**config.mk**
```make
export PLATFORM = sky130hd
export DESIGN_NAME = y86_seq_ctrl
export DESIGN_NICKNAME = d
export VERILOG_FILES = /design/src/rtl/y86_pkg.sv /design/src/rtl/y86_perf_cnt.sv /design/src/rtl/y86_seq_ctrl.sv
export SDC_FILE = /design/constraint.sdc
export NUM_CORES = 1
export LEC_CHECK = 0
export CAP_MARGIN = 20
export CORE_MARGIN = 2
export CORE_UTILIZATION = 34
export CTS_CLUSTER_SIZE = 20
export DETAILED_ROUTE_END_ITERATION = 10
export PLACE_DENSITY = 0.76
export SLEW_MARGIN = 10
export SYNTH_ARGS = -nofsm -noshare
export SYNTH_HDL_FRONTEND = slang
export SYNTH_SLANG_ARGS = --single-unit
```
**constraint.sdc**
```tcl
create_clock -name clk -period 2.2 [get_ports clk]
set_input_delay 0.33 -clock clk [delete_from_list [all_inputs] [get_ports clk]]
set_output_delay 0.33 -clock clk [all_outputs]
set_load 0.005 [all_outputs]
```
**src/rtl/y86_pkg.sv**
```systemverilog
// Shared Y86-64 definitions for the SEQ stage sequencer.
// Covers icodes, status codes, sequencer states and the memory-icode classifier.
package y86_pkg;

  localparam logic [3:0] IHALT   = 4'h0;
  localparam logic [3:0] INOP    = 4'h1;
  localparam logic [3:0] IRRMOVQ = 4'h2;
  localparam logic [3:0] IIRMOVQ = 4'h3;
  localparam logic [3:0] IRMMOVQ = 4'h4;
  localparam logic [3:0] IMRMOVQ = 4'h5;
  localparam logic [3:0] IOPQ    = 4'h6;
  localparam logic [3:0] IJXX    = 4'h7;
  localparam logic [3:0] ICALL   = 4'h8;
  localparam logic [3:0] IRET    = 4'h9;
  localparam logic [3:0] IPUSHQ  = 4'hA;
  localparam logic [3:0] IPOPQ   = 4'hB;

  localparam logic [1:0] STAT_AOK = 2'd0;
  localparam logic [1:0] STAT_HLT = 2'd1;
  localparam logic [1:0] STAT_ADR = 2'd2;
  localparam logic [1:0] STAT_INS = 2'd3;

  typedef enum logic [3:0] {
    ST_IDLE,
    ST_FETCH,
    ST_DECODE,
    ST_EXECUTE,
    ST_MEMORY,
    ST_WRITEBACK,
    ST_PCUPD,
    ST_HALTED,
    ST_FAULT
  } seq_state_t;

  // Only these instructions touch data memory; all others pass MEMORY in one cycle.
  function automatic logic is_mem_icode(input logic [3:0] code);
    logic result;
    case (code)
      IRMMOVQ, IMRMOVQ, ICALL, IRET, IPUSHQ, IPOPQ: result = 1'b1;
      IHALT, INOP, IRRMOVQ, IIRMOVQ, IOPQ, IJXX:    result = 1'b0;
      default:                                      result = 1'b0;
    endcase
    return result;
  endfunction

endpackage

```
**src/rtl/y86_perf_cnt.sv**
```systemverilog
// Saturating event counter with enable; sticks at all-ones instead of wrapping.
module y86_perf_cnt #(
  parameter int CNT_W = 32
) (
  input  logic             clk,
  input  logic             rst,
  input  logic             en,
  output logic [CNT_W-1:0] count
);

  always_ff @(posedge clk or posedge rst) begin
    if (rst) begin
      count <= '0;
    end else if (en && (count != '1)) begin
      count <= count + CNT_W'(1);
    end
  end

endmodule

```
**src/rtl/y86_seq_ctrl.sv**
```systemverilog
// Multi-cycle stage sequencer for the Y86-64 SEQ core: one stage per cycle, registered PC/status.
// Performance counters are built only when SEQ_CTRL_PERF_EN is defined.
module y86_seq_ctrl
  import y86_pkg::*;
#(
  parameter int                ADDR_W      = 64,
  parameter logic [ADDR_W-1:0] RESET_PC    = ADDR_W'(32),
  parameter int                MEM_TIMEOUT = 16,
  parameter int                CNT_W       = 32
) (
  input  logic              clk,
  input  logic              rst,
  input  logic              run,
  input  logic [3:0]        icode,
  input  logic              instr_valid,
  input  logic              imem_error,
  input  logic              hlt,
  input  logic              mem_ack,
  input  logic              dmem_error,
  input  logic [ADDR_W-1:0] next_pc,
  output logic [ADDR_W-1:0] pc,
  output logic              fe_en,
  output logic              de_en,
  output logic              ex_en,
  output logic              mem_en,
  output logic              wb_en,
  output logic              pc_en,
  output logic              mem_req,
  output logic [1:0]        stat,
  output logic              busy,
  output logic [CNT_W-1:0]  cycle_cnt,
  output logic [CNT_W-1:0]  instr_cnt
);

  localparam int              WAIT_W    = $clog2(MEM_TIMEOUT + 1);
  localparam logic [WAIT_W-1:0] WAIT_LAST = WAIT_W'(MEM_TIMEOUT - 1);

  seq_state_t        state, state_nxt;
  logic [1:0]        stat_nxt;
  logic [ADDR_W-1:0] pc_nxt;
  logic              mem_op, mem_op_nxt;
  logic [WAIT_W-1:0] wait_cnt, wait_cnt_nxt;

  always_ff @(posedge clk or posedge rst) begin
    if (rst) begin
      state    <= ST_IDLE;
      stat     <= STAT_AOK;
      pc       <= RESET_PC;
      mem_op   <= 1'b0;
      wait_cnt <= '0;
    end else begin
      state    <= state_nxt;
      stat     <= stat_nxt;
      pc       <= pc_nxt;
      mem_op   <= mem_op_nxt;
      wait_cnt <= wait_cnt_nxt;
    end
  end

  // The memory-class of the instruction is latched at the end of FETCH so that
  // mem_req can be decoded from registers only.
  always_comb begin
    state_nxt    = state;
    stat_nxt     = stat;
    pc_nxt       = pc;
    mem_op_nxt   = mem_op;
    wait_cnt_nxt = wait_cnt;
    case (state)
      ST_IDLE: begin
        if (run) state_nxt = ST_FETCH;
      end
      ST_FETCH: begin
        if (imem_error) begin
          stat_nxt  = STAT_ADR;
          state_nxt = ST_FAULT;
        end else if (!instr_valid) begin
          stat_nxt  = STAT_INS;
          state_nxt = ST_FAULT;
        end else if (hlt) begin
          stat_nxt  = STAT_HLT;
          state_nxt = ST_HALTED;
        end else begin
          mem_op_nxt = is_mem_icode(icode);
          state_nxt  = ST_DECODE;
        end
      end
      ST_DECODE:  state_nxt = ST_EXECUTE;
      ST_EXECUTE: begin
        wait_cnt_nxt = '0;
        state_nxt    = ST_MEMORY;
      end
      // An acknowledge in the final allowed wait cycle still completes the access.
      ST_MEMORY: begin
        if (!mem_op) begin
          state_nxt = ST_WRITEBACK;
        end else if (mem_ack) begin
          if (dmem_error) begin
            stat_nxt  = STAT_ADR;
            state_nxt = ST_FAULT;
          end else begin
            state_nxt = ST_WRITEBACK;
          end
        end else if (wait_cnt == WAIT_LAST) begin
          stat_nxt  = STAT_ADR;
          state_nxt = ST_FAULT;
        end else begin
          wait_cnt_nxt = wait_cnt + WAIT_W'(1);
        end
      end
      ST_WRITEBACK: state_nxt = ST_PCUPD;
      ST_PCUPD: begin
        pc_nxt    = next_pc;
        state_nxt = run ? ST_FETCH : ST_IDLE;
      end
      ST_HALTED: state_nxt = ST_HALTED;
      ST_FAULT:  state_nxt = ST_FAULT;
      default:   state_nxt = ST_IDLE;
    endcase
  end

  always_comb begin
    fe_en   = 1'b0;
    de_en   = 1'b0;
    ex_en   = 1'b0;
    mem_en  = 1'b0;
    wb_en   = 1'b0;
    pc_en   = 1'b0;
    mem_req = 1'b0;
    busy    = 1'b1;
    case (state)
      ST_FETCH:     fe_en = 1'b1;
      ST_DECODE:    de_en = 1'b1;
      ST_EXECUTE:   ex_en = 1'b1;
      ST_MEMORY: begin
        mem_en  = 1'b1;
        mem_req = mem_op;
      end
      ST_WRITEBACK: wb_en = 1'b1;
      ST_PCUPD:     pc_en = 1'b1;
      default:      busy  = 1'b0;
    endcase
  end

`ifdef SEQ_CTRL_PERF_EN
  y86_perf_cnt #(.CNT_W(CNT_W)) u_cycle_cnt (
    .clk   (clk),
    .rst   (rst),
    .en    (busy),
    .count (cycle_cnt)
  );

  y86_perf_cnt #(.CNT_W(CNT_W)) u_instr_cnt (
    .clk   (clk),
    .rst   (rst),
    .en    (pc_en),
    .count (instr_cnt)
  );
`else
  assign cycle_cnt = '0;
  assign instr_cnt = '0;
`endif

endmodule

```
==> results of run 1 <==
cell type report:
cell class                      instances  share of cell area
Multi-Input combinational cell        193              0.2723
Clock inverter                          7             0.01818
Inverter                                8            0.006674
Tap cell                              136             0.03130
Clock buffer                            9             0.02278
Sequential cell                        76              0.3501
Timing Repair Buffer                  162              0.2987
what timing repair did:
| action | CTS | global route |
|---|---|---|
| pin swaps | 3 | 1 |
| cloned | 0 | 0 |
| endpoints found under the setup margin | 7 | 3 |
| resized for setup | 14 | 3 |
| buffers inserted | 4 | 1 |
placed cells by master (no fill, tap or decap), types with 3 or more instances in the layout:
master	n
o21ai_0	4
inv_1	6
nand2b_1	4
buf_4	11
dfrtp_1	75
nor2_1	8
buf_12	3
conb_1	64
mux2i_1	5
a21oi_1	4
nand2_1	6
dlygate4sd2_1	4
and3_1	3
clkbuf_8	9
mux2_2	66
clkdlybuf4s50_1	142
through the flow:
step	worst slack (ps)	cells	utilization	hold WS, ps	power, mW
2_1_floorplan	286.9	353	-	436.9	3.536
3_3_place_gp	222.9	570	0.4935	476.1	5.053
3_5_place_dp	189.2	570	0.4935	493.0	5.138
4_1_cts	1.819	590	0.5222	369.0	6.461
5_1_grt	4.317	591	0.5243	389.0	6.798
6_report	91.33	591	0.5243	351.4	6.397
registers in the layout, summed over array words and instances, names as in the netlist:
name      flops
stat          2
pc           64
mem_op        1
wait_cnt      5
state         4
routing by layer:
layer  part of all wire  GRT usage  up-vias
li1                   -          -     1182
met5                  0          0        -
met2               0.49     0.2484      143
met1               0.37     0.1661     1249
met3               0.12    0.07990        8
met4              0.015    0.06685        0
power groups by stage:
stage | clock network, mW | registers (mW) | logic [mW]
after floorplan | 0 | 2.43 | 1.11
after CTS | 1.24 | 2.40 | 2.83
after global routing | 1.31 | 2.48 | 3.01
after detailed placement | 0 | 2.41 | 2.73
after global placement | 0 | 2.37 | 2.68
final | 1.21 | 2.39 | 2.80
kinds of logic (layout without fill, tap and decap cells):
logic type	count (synthesis)	count (layout)	share of synthesized area
buffers and inverters	84	186	0.1579
adders and majority gates	2	2	0.006834
and+or+nand+nor	39	39	0.06186
DFF	76	76	0.5198
AOI/OAI and AO/OA	16	16	0.03281
other	1	64	0.001024
muxes	72	72	0.2198
critical path, cell delays in order (launching register included):
cell and delay, ps:
dfrtp_1 390, buf_4 190, or3_4 400, and3_1 180
dlygate4sd2_1 260
path summary, 6_finish.rpt:
| check | cells after the start | to | startpoint |
|---|---|---|---|
| worst max-delay path | 4 | busy | state[0] |
| worst min-delay path | 2 | pc[13] | rst |
| worst max register to register | 5 | wait_cnt[3] | state[2] |
| worst min register to register | 1 | pc[36] | pc[36] |
| max in group asynchronous | 3 | pc[5] | rst |
| min in group clk | 1 | pc[36] | pc[36] |
==> flow_summary.toml, run 1 <==
[run_status]
status = "finished, final reports clean"

[power_and_ir_drop]
clkPwrFrac = 0.189
combPwrFrac = 0.438
switching_power_mw = 1.842
swShare = 0.2880
power.internal_mw = 4.554
power.leakage_nw = 2.453
ir_worst_vdd_mv = 0.7542
power.share.sequential = 0.374
power.density_nw_per_um2 = 1177

[sta]
finalSetupTns_ps = 0
max-slew-margin-rel = 0.6558
drv_slew = 0
worstMarginPinSlew_ps = 515.2
rsz0062_at_grt = "no"
period_share = 0.9585
fin_skew_ps = 8.707
setup_viol = 0
hold_viol = 0
post-route-min-period_ps = 2109
fmax_ghz = 0.4742

[clock_network]
ctsHoldBuffers = 0
clk_latency_ps = 370
clkTransAtPathRegs_ps = 80
cts_tree = "built"
clock_sinks = 76
root_buffer = "clkbuf_8"
cts_buffer_depth = 2
h-tree-depth = 3
cts_buffers = 9

[synthesis]
synth_top_cell_by_area = "dfrtp_1"
syn_inst = 290
synth_top_area_share = 0.5126
ys.flop_type = "dfrtp_1"
syn_area_sq_um = 3661
ys_seq_elements = 76
synth_most_common_cell = "dfrtp_1"
async_flop_share = 1.000
avgSynthCellArea_sq_um = 12.62
synth_edf_count = 0
seq_area_frac_synth = 0.5198
synth.distinct_cells = 36
synth_area_leaders = "dfrtp_1 51%, mux2_2 20%, buf_4 13%"
yosys_warnings = 0
synthTopCellsByCount = "75 x dfrtp_1, 66 x mux2_2, 64 x buf_4"

[critical_path]
critical_path_class = "flip-flop to output port"
crit_fanout = 14
r2r_slack_ps = 190
crit_required_ps = 1870
crit_path_end_kind = "output port"
start_kind = "flip-flop"
crit_arrival_ps = 1780

[placement]
io_buffers = 148
post-dp-hpwl_microns = 6464
gp_congestion = 0.7776
placed_area_sq_um = 5117

[routing]
wl_microns = 8646
ant_nets = 0
drtIter0Drc = 77
via_per_inst = 4.369
drc_errors = 0
wl_per_cell_microns = 14.63
first_pass_iters = 4
vias = 2582

[die]
initial_core_util = 0.3530
dieWidth_microns = 107.8
dieArea_sq_um = 11610
placementRows = 37
fp.coreArea_sq_um = 10370
io_pins = 214
chipHeight_microns = 107.8

[layout]
finalNetCount = 528
num_antenna_cells = 0
n_fill_cell = 887
areaGrowthSynthToFinish_pct = 48.50
multi_input_area_sq_um = 1480
regArea_sq_um = 1903
final_area_sq_um = 5436
drive_above_1_share = 0.2374

[grt]
grt_max_degree = 37
antenna_found_initial = 0
grt_pass1_wl_microns = 13500
grt-ovfl-total = 0
grt_pass1_vias = 2678
grt.total_usage = 0.1529

[flow_run]
cap_violations = 0

[hold_path]
hp-class = "input port to async pin"
No activity file was read; power rests on OpenSTA's default activity.
==> run 2: changes to the inputs <==
- CORE_UTILIZATION: 34 -> 35
- CTS_BUF_LIST: unset -> sky130_fd_sc_hd__clkbuf_4 sky130_fd_sc_hd__clkbuf_8
- PLACE_DENSITY: 0.76 -> 0.82
==> run 2 against run 1 <==
Compared with the run above:
- worst hold slack got worse by 18 ps
- non-clock buffer count fell by 3
- highest routed layer unchanged
- utilization fell by 0.16 points
==> flow_summary.toml, run 2 (synthesis gave the netlist of run 1 again) <==
[critical_path]
critical_path_class = "flip-flop to output port"
cp-endpoint = "wb_en"
r2r-start = "state[1]"
r2r_cells = 6
crit_fanout = 10
crit_path_end_kind = "output port"
crit_required_ps = 1870
start_kind = "flip-flop"
cp-startpoint = "state[3]"
r2r_end = "wait_cnt[3]"
crit_arrival_ps = 1810
r2r_slack_ps = 110

[placement]
post-dp-hpwl_microns = 6187
gp_congestion = 0.8029
placed_area_sq_um = 5105
io_buffers = 148
dp.cells = 570

[power_and_ir_drop]
power.density_nw_per_um2 = 1150
switching_power_mw = 1.757
power.leakage_nw = 2.393
power.internal_mw = 4.390
ir_worst_vdd_mv = 0.5665
swShare = 0.2858
combPwrFrac = 0.444
power.share.sequential = 0.389
clkPwrFrac = 0.167

[layout]
stdcell_count = 588
largest_reg_flops = 64
finalNetCount = 525
n_fill_cell = 918
top_register = "pc"
multi_input_area_sq_um = 1458
num_antenna_cells = 0
reg_top3 = "pc (64), wait_cnt (5), state (4)"
final_common_cell = "clkdlybuf4s50_1"
utilization = 0.5227
final_area_sq_um = 5348
regArea_sq_um = 1904
drive_above_1_share = 0.2345
mostFrequentLayoutCells = "143 x clkdlybuf4s50_1, 74 x dfrtp_1, 66 x mux2_2, 64 x conb_1, 12 x clkbuf_8"
areaGrowthSynthToFinish_pct = 46.07

[routing]
ant_nets = 0
wl_per_cell_microns = 14.03
via_per_inst = 4.383
drc_errors = 0
drtIter0Drc = 56
wl_microns = 8249
first_pass_iters = 4
vias = 2577

[clock_network]
h-tree-depth = 3
clkTransAtPathRegs_ps = 80
clk_latency_ps = 340
root_buffer = "clkbuf_8"
cts_buffers = 9
cts_tree = "built"
clock_sinks = 76
cts_buffer_depth = 2

[grt]
antenna_found_initial = 0
grt_max_degree = 41
grt_pass1_vias = 2655
grt.total_usage = 0.1476
grt_pass1_wl_microns = 13080
grt-ovfl-total = 0

[die]
initial_core_util = 0.3578
io_pins = 214
fp.coreArea_sq_um = 10230
chipHeight_microns = 106.3
placementRows = 37
dieWidth_microns = 106.3
dieArea_sq_um = 11290

[sta]
hold_viol = 0
rsz0062_at_grt = "yes"
period_share = 0.9721
fmax_ghz = 0.4676
fin_skew_ps = 12.24
setup_viol = 0
drv_slew = 0
post-route-min-period_ps = 2139

[hold_path]
hp-class = "input port to async pin"

[run_status]
status = "finished, final reports clean"

[flow_run]
cap_violations = 0
[run 2: cell types whose count changed in the layout (fill, tap and decap cells not counted), moves of 2 or more]
cell,previous run,this run
buf_4,11,9
bufinv_16,2,0
inv_6,2,0
clkbuf_8,9,12
[run 2: metrics by stage]
stage                     total power, mW  setup TNS, ps  hold WS, ps  setup WS (ps)
after floorplan                     3.536              0        436.9          286.9
after global placement              5.008              0        477.9          209.1
after detailed placement            5.113              0        494.5          160.4
after CTS                           6.204         -11.88        324.8         -9.342
after global routing                6.540         -53.48        343.8         -39.51
final                               6.148              0        333.8          61.32
[run 2: timing repair]
item                       4_1_cts  5_1_grt
pin swaps                        1        2
hold buffers                     0        0
resized for setup               11        4
setup endpoints to repair        5        6
buffers inserted                 2        0
[run 2: final cells by class]
type,count,area share
Sequential cell,76,0.3561
Timing Repair Buffer,159,0.2967
Multi-Input combinational cell,193,0.2726
Clock buffer,13,0.03229
Tap cell,136,0.03182
Inverter,8,0.006785
Clock inverter,3,0.003744
[run 2: critical path, cell delays in order (launching register included)]
cell	delay [ps]
dfrtp_1	380
buf_4	170
nand2b_1	210
nor3b_2	180
clkdlybuf4s50_1	530
[run 2: worst min-delay path by stage]
stage | start | endpoint | slack, ps | depth (start not counted)
floorplan | hlt | stat[1] | 440 | 1
global placement | wait_cnt[4] | wait_cnt[4] | 480 | 1
detailed placement | pc[6] | pc[6] | 490 | 1
CTS | rst | pc[37] | 320 | 2
global route | rst | pc[32] | 340 | 2
finish | rst | pc[37] | 330 | 2
[run 2: routing by layer]
layer / global-route usage / vias to the layer above / share of wire
li1: - / 1170 / -
met1: 0.1659 / 1256 / 0.36
met2: 0.2491 / 138 / 0.52
met3: 0.06376 / 13 / 0.10
met4: 0.05357 / 0 / 0.017
met5: 0 / - / 0
[run 2: power groups by stage]
stage | sequential, mW | clock [mW] | combinational, mW
6_report | 2.39 | 1.02 | 2.73
5_1_grt | 2.48 | 1.13 | 2.93
4_1_cts | 2.40 | 1.06 | 2.74
3_5_place_dp | 2.42 | 0 | 2.69
3_3_place_gp | 2.37 | 0 | 2.64
2_1_floorplan | 2.43 | 0 | 1.11
==> run 3: changes to the inputs <==
- CORE_ASPECT_RATIO: unset -> 0.6
- SLEW_MARGIN: 10 -> 20
==> run 3 against run 2 <==
Compared with the run above:
- setup slack improved by 7.7 ps
- global-route usage is 0.51 points higher
- utilization grew 2.0 points
- design area rose by 1.7%
- die area rose by 0.23%
- highest routed layer unchanged
==> flow_summary.toml, run 3 (synthesis gave the netlist of run 1 again) <==
[sta]
rsz0062_at_grt = "yes"
drv_slew = 0
fin_skew_ps = 8.520
setup_viol = 0
period_share = 0.9686
post-route-min-period_ps = 2131
worst_slack_ps = 69.04
hold_viol = 0
fmax_ghz = 0.4693

[critical_path]
crit_arrival_ps = 1800
crit_family = "buffers and inverters"
slowest_delay_ps = 510
start_kind = "flip-flop"
worst_path_max_delay_cell = "clkdlybuf4s50_1"
crit_fanout = 14
crit_required_ps = 1870
crit_path_end_kind = "output port"
path_cells = "buf_4, nand2b_2, nor2_4, clkdlybuf4s50_1"
critical_path_class = "flip-flop to output port"
path_buf_inv = 2

[die]
initial_core_util = 0.3654
chipHeight_microns = 83.22
dieArea_sq_um = 11320
fp.coreArea_sq_um = 10020
io_pins = 214
dieWidth_microns = 136.0
placementRows = 28

[layout]
top_register = "pc"
num_antenna_cells = 0
reg_top3 = "pc (64), wait_cnt (5), state (4)"
final_common_cell = "clkdlybuf4s50_1"
final_area_sq_um = 5438
stdcell_count = 593
largest_reg_flops = 64
areaGrowthSynthToFinish_pct = 48.53
mostFrequentLayoutCells = "142 x clkdlybuf4s50_1, 74 x dfrtp_1, 66 x mux2_2, 64 x conb_1, 15 x buf_4"
drive_above_1_share = 0.2467
finalNetCount = 531

[clock_network]
h-tree-depth = 3
cts_buffers = 9
clk_latency_ps = 350
clock_sinks = 76
clkTransAtPathRegs_ps = 90
root_buffer = "clkbuf_8"
cts_buffer_depth = 2
cts_tree = "built"

[power_and_ir_drop]
ir_worst_vdd_mv = 0.6336
p_total_mw = 6.312
power.density_nw_per_um2 = 1161
power.leakage_nw = 2.469

[routing]
vias = 2577
via_per_inst = 4.346
ant_nets = 0
wl_microns = 8464
first_pass_iters = 4
wl_per_cell_microns = 14.27
drc_errors = 0
drtIter0Drc = 81

[placement]
dpl_worst_slack_ps = 161.3
post-dp-hpwl_microns = 6241
gp_congestion = 0.8417
io_buffers = 148
dp.cells = 569
placed_area_sq_um = 5104

[grt]
antenna_found_initial = 0
grt.met1_usage = 0.1825
grt_max_degree = 77
grt_pass1_wl_microns = 13540
grt_use_met3 = 0.08730
grt_pass1_vias = 2615
top_usage_layer = "met2"
grtUsageMet2 = 0.2344
grt-ovfl-total = 0
grt.total_usage = 0.1527

[run_status]
status = "finished, final reports clean"

[flow_run]
cap_violations = 0

[hold_path]
hp-class = "input port to async pin"
==> run 3: routing by layer <==
| layer | wire, microns | up-vias |
|---|---|---|
| met1 | 3399 | 1262 |
| met5 | 0 | - |
| met3 | 1084 | 6 |
| li1 | - | 1187 |
| met2 | 3912 | 122 |
| met4 | 68 | 0 |
==> run 3: report_power, final <==
part	total, mW	switching [mW]	internal [mW]	leakage, nW
registers	2.38	0.335	2.04	0.940
clock network	1.11	0.549	0.565	0.0995
logic	2.82	0.934	1.88	1.43
==> run 3: cell type report <==
cell class              instances  area, sq um
flip-flops and latches         76         1904
multi-input cells             193         1478
inverters                       8        36.28
clock inverters                 6        71.32
clock buffers                  10        137.6
repair buffers                165         1642
fillers                       861         4582
well taps                     135        168.9
==> run 3: worst min-delay path: stages <==
cell and delay (ps):
clkdlybuf4s50_1 440, clkinvlp_4 90, buf_12 340
==> run 3: timing repair <==
action                                  in CTS  in global routing
gates resized for setup                      7                 12
endpoints found under the hold margin        0                  0
hold buffers                                 0                  0
setup buffers                                5                  3
pin swaps                                    3                  2
endpoints found under the setup margin       8                  9
==> run 3: final timing paths <==
kind,slack [ps],depth (start not counted),end,start
min in group clk,510,1,wait_cnt[4],wait_cnt[4]
worst max-delay path,70,4,pc_en,state[0]
max in group asynchronous,1430,3,state[2],rst
worst max register to register,150,6,wait_cnt[3],state[0]
worst min-delay path,430,3,pc[4],rst
worst min register to register,510,1,wait_cnt[4],wait_cnt[4]
==> run 3: through the flow <==
stage	utilization	hold WS [ps]	TNS, ps
finish	0.5427	427.0	0
global route	0.5427	452.3	-11.18
CTS	0.5352	429.7	-446.0
detailed placement	0.5094	489.6	0
global placement	0.5094	476.8	0
floorplan	-	436.9	0
